`src/rtl/fir_xifu_ctrl.sv`:
```
// In-order issue/commit scheduler for the FIR XIFU coprocessor with a 32-bit register scoreboard.
// Define FIR_XIFU_CTRL_HAZARD_EN to let scoreboard hazards (RAW/WAW) backpressure issue.
module fir_xifu_ctrl #(
  parameter int DEPTH    = 4,
  parameter int ID_WIDTH = 4
) (
  input  logic                       clk_i,
  input  logic                       rst_ni,
  input  logic                       clear_i,
  input  logic                       issue_valid_i,
  output logic                       issue_ready_o,
  input  logic [ID_WIDTH-1:0]        issue_id_i,
  input  logic [4:0]                 issue_rd_i,
  input  logic [4:0]                 issue_rs1_i,
  input  logic [4:0]                 issue_rs2_i,
  input  logic                       issue_rd_we_i,
  input  logic                       issue_rs_re_i,
  input  logic                       commit_valid_i,
  input  logic [ID_WIDTH-1:0]        commit_id_i,
  input  logic                       commit_kill_i,
  output logic                       disp_valid_o,
  input  logic                       disp_ready_i,
  output logic [ID_WIDTH-1:0]        disp_id_o,
  input  logic                       done_valid_i,
  input  logic [4:0]                 done_rd_i,
  output logic [$clog2(DEPTH):0]     count_o,
  output logic                       busy_o
);

  localparam int IW = $clog2(DEPTH);
  localparam int PW = IW + 1;

  typedef enum logic [1:0] {ST_FREE, ST_ISSUED, ST_COMMITTED, ST_KILLED} ent_state_e;

  ent_state_e           state_q [DEPTH];
  logic [ID_WIDTH-1:0]  id_q    [DEPTH];
  logic [4:0]           rd_q    [DEPTH];
  logic                 rd_we_q [DEPTH];
  logic [PW-1:0]        head_q, tail_q;
  logic [31:0]          sb_q, sb_d;

  logic [IW-1:0] head_idx, tail_idx, cm_idx;
  logic [PW-1:0] count;
  logic          full, hazard, push, pop_disp, pop_kill, pop, cm_hit, bypass;

  assign head_idx = head_q[IW-1:0];
  assign tail_idx = tail_q[IW-1:0];
  assign count    = tail_q - head_q;
  assign full     = (count == PW'(DEPTH));

`ifdef FIR_XIFU_CTRL_HAZARD_EN
  assign hazard = (issue_rs_re_i && (sb_q[issue_rs1_i] || sb_q[issue_rs2_i])) ||
                  (issue_rd_we_i && sb_q[issue_rd_i]);
`else
  logic unused_hazard_inputs;
  assign unused_hazard_inputs = ^{issue_rs1_i, issue_rs2_i, issue_rs_re_i};
  assign hazard = 1'b0;
`endif

  assign issue_ready_o = !full && !hazard;
  assign push          = issue_valid_i && issue_ready_o;
  assign disp_valid_o  = (state_q[head_idx] == ST_COMMITTED);
  assign disp_id_o     = id_q[head_idx];
  assign pop_disp      = disp_valid_o && disp_ready_i;
  assign pop_kill      = (state_q[head_idx] == ST_KILLED);
  assign pop           = pop_disp || pop_kill;
  assign count_o       = count;
  assign busy_o        = (count != '0) || (sb_q != '0);

  // Ids are unique while in flight, so at most one ISSUED entry can match.
  always_comb begin
    cm_hit = 1'b0;
    cm_idx = '0;
    for (int i = DEPTH - 1; i >= 0; i--) begin
      if (state_q[i] == ST_ISSUED && id_q[i] == commit_id_i) begin
        cm_hit = 1'b1;
        cm_idx = IW'(i);
      end
    end
  end

  assign bypass = commit_valid_i && push && !cm_hit && (issue_id_i == commit_id_i);

  // Clears first, then the issue set, so a same-cycle set wins.
  always_comb begin
    sb_d = sb_q;
    if (done_valid_i)
      sb_d[done_rd_i] = 1'b0;
    if (pop_kill && rd_we_q[head_idx])
      sb_d[rd_q[head_idx]] = 1'b0;
    if (push && issue_rd_we_i)
      sb_d[issue_rd_i] = 1'b1;
  end

  always_ff @(posedge clk_i or negedge rst_ni) begin
    if (!rst_ni) begin
      for (int i = 0; i < DEPTH; i++) begin
        state_q[i] <= ST_FREE;
        id_q[i]    <= '0;
        rd_q[i]    <= '0;
        rd_we_q[i] <= 1'b0;
      end
      head_q <= '0;
      tail_q <= '0;
      sb_q   <= '0;
    end else if (clear_i) begin
      for (int i = 0; i < DEPTH; i++)
        state_q[i] <= ST_FREE;
      head_q <= '0;
      tail_q <= '0;
      sb_q   <= '0;
    end else begin
      // A push never lands on the head slot being popped: the tail slot is FREE.
      if (push) begin
        if (bypass)
          state_q[tail_idx] <= commit_kill_i ? ST_KILLED : ST_COMMITTED;
        else
          state_q[tail_idx] <= ST_ISSUED;
        id_q[tail_idx]    <= issue_id_i;
        rd_q[tail_idx]    <= issue_rd_i;
        rd_we_q[tail_idx] <= issue_rd_we_i;
        tail_q            <= tail_q + PW'(1);
      end
      if (commit_valid_i && cm_hit)
        state_q[cm_idx] <= commit_kill_i ? ST_KILLED : ST_COMMITTED;
      if (pop) begin
        state_q[head_idx] <= ST_FREE;
        head_q            <= head_q + PW'(1);
      end
      sb_q <= sb_d;
    end
  end

endmodule
```
`config.mk`:
```
export PLATFORM = sky130hd
export DESIGN_NAME = fir_xifu_ctrl
export DESIGN_NICKNAME = d
export VERILOG_FILES = /design/src/rtl/fir_xifu_ctrl.sv
export SDC_FILE = /design/constraint.sdc
export NUM_CORES = 1
export LEC_CHECK = 0
export CORE_MARGIN = 2
export CORE_UTILIZATION = 55
export CTS_CLUSTER_DIAMETER = 80
export DETAILED_ROUTE_END_ITERATION = 12
export GPL_TIMING_DRIVEN = 0
export PLACE_DENSITY_LB_ADDON = 0.12
export SLEW_MARGIN = 20
export SYNTH_ARGS = -nofsm -noshare
export SYNTH_HDL_FRONTEND = slang
export SYNTH_SLANG_ARGS = --single-unit
```
`constraint.sdc`:
```
create_clock -name clk_i -period 5 [get_ports clk_i]
set_input_delay 1 -clock clk_i [delete_from_list [all_inputs] [get_ports clk_i]]
set_output_delay 1 -clock clk_i [all_outputs]
set_load 0.01 [all_outputs]
```
==> flow_summary_export.csv <==
group,metric,value,unit
run_status,outcome,"completed",
yosys,synth_top_area_share,42.4,%
sta,finalHoldViolCount,0,
global_routing,grt_pass1_wl,21100,um
sta,slew_viol_final,0,
detailed_routing,ant_nets,0,
sta,setup_viol,0,
detailed_routing,wl,13100,um
power,swShare,29.3,%
global_routing,antenna_found_initial,1,
finish,area_growth,13.7,%
sta,worst_pin_slew,0.667,ns
clocking,cts_sinks,86,
placed_design,dp_hpwl,9540,um
global_routing,grt_max_degree,58,
global_routing,grt_pass1_vias,3844,
clocking,cts_max_path_buffers,2,
clocking,tritoncts,"built",
worst_setup_path,crit_arrival,2.81,ns
worst_setup_path,required,4.00,ns
detailed_routing,drc,0,
power,power_frac_clock,29.1,%
detailed_routing,drt-initial-drc-count,348,
worst_setup_path,critical_path_peak_fanout,5,
power,ir_worst_vdd,0.216,mV
worst_setup_path,cp-end-kind,"output port",
power,power_density,340,nW/um^2
hold_path,min_path_type,"reg -> reg",
placed_design,pre_cts_slack,1.60,ns
global_routing,grt_usage,27.6,%
yosys,yosysWarnings,0,
yosys,syn_nets,497,
worst_setup_path,path_cells,"inv_1, ha_1, fa_1, xor3_2, or4_1, clkdlybuf4s50_1",
clocking,path_clk_slew,0.10,ns
sta,max_freq,263,MHz
power,power_leakage,2.49,nW
sta,finalCritPeriodShare,76.2,%
worst_setup_path,worstSetupPathType,"reg -> out",
yosys,synth_edf_count,0,
worst_setup_path,start_kind,"register",
floorplan,start_util,55.7,%
detailed_routing,routedWlPerCell,21.5,um
finish,diodes,0,
yosys,synth_top_cell_by_area,"dfrtp_1",
finish,nFillCells,754,
yosys,yosysUniqueCellTypes,57,
run,maxCapViolCount,0,
yosys,ys_seq_area_share,42.4,%
clocking,holdBufCountCts,0,
finish,fin_nets,539,
clocking,htreeDepth,3,
yosys,syn_avg_cell_area,11.3,sq um
sta,max_slew_margin,55.1,%
sta,holdWs,0.512,ns
yosys,synthTopCellsByArea,"dfrtp_1 42%, mux2_4 12%, mux4_2 5.3%",
detailed_routing,vias,3916,
clocking,tritoncts.num_buffers,9,
global_routing,overflow,0,
yosys,ys.flop_type,"dfrtp_1",
sta,period_minus_slack,3.81,ns
finish,drive_gt1_share,17.5,%
sta,setup_tns,0,ns
clocking,ctsResizeCount,0,
clocking,clk_latency,0.37,ns
sta,fin_ws,1.19,ns
power,internal_power,0.00138,W
power,comb_power_share,25.4,%
yosys,synth_most_common_cell,"dfrtp_1",
floorplan,ios,48,
placed_design,routabilityCongestion,0.989,
floorplan,die_x,100,um
power,power_switching,0.000574,W
clocking,clock-root-buffer,"clkbuf_8",
detailed_routing,avgViaCountPerCell,6.45,
finish,post-route-util,63.3,%
power,seq_power_share,45.5,%
floorplan,rows,35,
yosys,synthesis.area,5070,sq um
yosys,ys_ff_latch,86,
worst_setup_path,cp_slowest_stage_delay,0.54,ns
yosys,synthArstFlopShare,100,%
worst_setup_path,crit_slowest_cell,"or4_1",
yosys,netlist_instances,449,
floorplan,core,9110,sq um
placed_design,port_buffers,30,
sta,rsz0062_at_grt,"false",
floorplan,die_y,100,um
detailed_routing,first_pass_iters,5,
floorplan,fp.dieArea,10000,sq um
yosys,yosys-top-cells-count,"86 x dfrtp_1, 40 x mux2_4, 36 x o21ai_0",
sta,skew,0.0140,ns
clocking,cts_setup_buffers,0,
state kept, by name, indices dropped and copies added (netlist names):
name     flops
tail_q       3
state_q      8
sb_q        32
id_q        16
rd_q        20
rd_we_q      4
head_q       3
power by group through the flow:
stage                     Clock, W  Sequential [W]  Combinational [W]
after CTS                 0.000573        0.000889           0.000495
final                     0.000569        0.000892           0.000498
after floorplan                  0        0.000873           0.000356
after global placement           0        0.000895           0.000482
after detailed placement         0        0.000903           0.000492
after global routing      0.000603        0.000906           0.000536
worst paths after layout:
check                      startpoint    endpoint  slack [ns]  cells after the start
max                         tail_q[0]      busy_o        1.19                      6
min                           rd_q[6]     rd_q[6]        0.51                      1
max reg2reg                 tail_q[0]    sb_q[27]        2.07                      8
min reg2reg                   rd_q[6]     rd_q[6]        0.51                      1
max in group asynchronous      rst_ni     sb_q[0]        3.82                      2
min in group asynchronous      rst_ni  state_q[1]        0.56                      1
cells in the final DEF (no fill, tap or decap), types with 8 or more instances in the layout:
master and n:
nor2b_1 30, mux2_4 40, clkdlybuf4s50_1 29, clkbuf_8 10
nand3b_1 10, clkbuf_1 8, inv_1 14, xor2_1 11
dfrtp_1 86, mux4_2 12, o21ai_0 36, nand3_1 9
nor2_1 25, o221ai_1 21, nor3b_1 8, nand2_1 20
nor4_1 8, ha_1 9
area by class of cell:
| cell class | count | area (sq um) | share of cell area [%] |
|---|---|---|---|
| Clock inverter | 6 | 92.6 | 1.61 |
| Buffer | 18 | 92.6 | 1.61 |
| Sequential cell | 86 | 2150 | 37.3 |
| Inverter | 14 | 52.6 | 0.911 |
| Tap cell | 111 | 139 | 2.41 |
| Timing Repair Buffer | 31 | 325 | 5.64 |
| Clock buffer | 10 | 138 | 2.39 |
| Multi-Input combinational cell | 331 | 2770 | 48.1 |
worst max-delay path, delay by kind of cell, from the launching register on:
kind	cells	cell delay [ns]
buf+inv	2	0.59
flops	1	0.42
xor+xnor	1	0.30
fa+ha+maj	2	0.58
simple gates	1	0.54
routing by layer:
layer | vias up | wire, um | track usage, %
li1 | 1753 | - | -
met1 | 1957 | 5980 | 42.3
met2 | 171 | 5800 | 39.9
met3 | 33 | 987 | 5.01
met4 | 2 | 297 | 9.06
met5 | - | 12 | 0
cells by family after synthesis:
| logic type | synth area share, % |
|---|---|
| fa+ha+maj | 2.62 |
| compound gates | 13.3 |
| buf+inv | 2.86 |
| mux | 17.2 |
| simple gates | 18.0 |
| flops | 42.4 |
| xor+xnor | 3.60 |
stage by stage:
stage	area [sq um]	std cells	power, W
3_5_place_dp	5540	591	0.00139
4_1_cts	5770	607	0.00196
3_3_place_gp	5510	590	0.00138
5_1_grt	5770	607	0.00205
2_1_floorplan	5070	449	0.00123
6_report	5770	607	0.00196
Power figures use the tool's default switching activity.
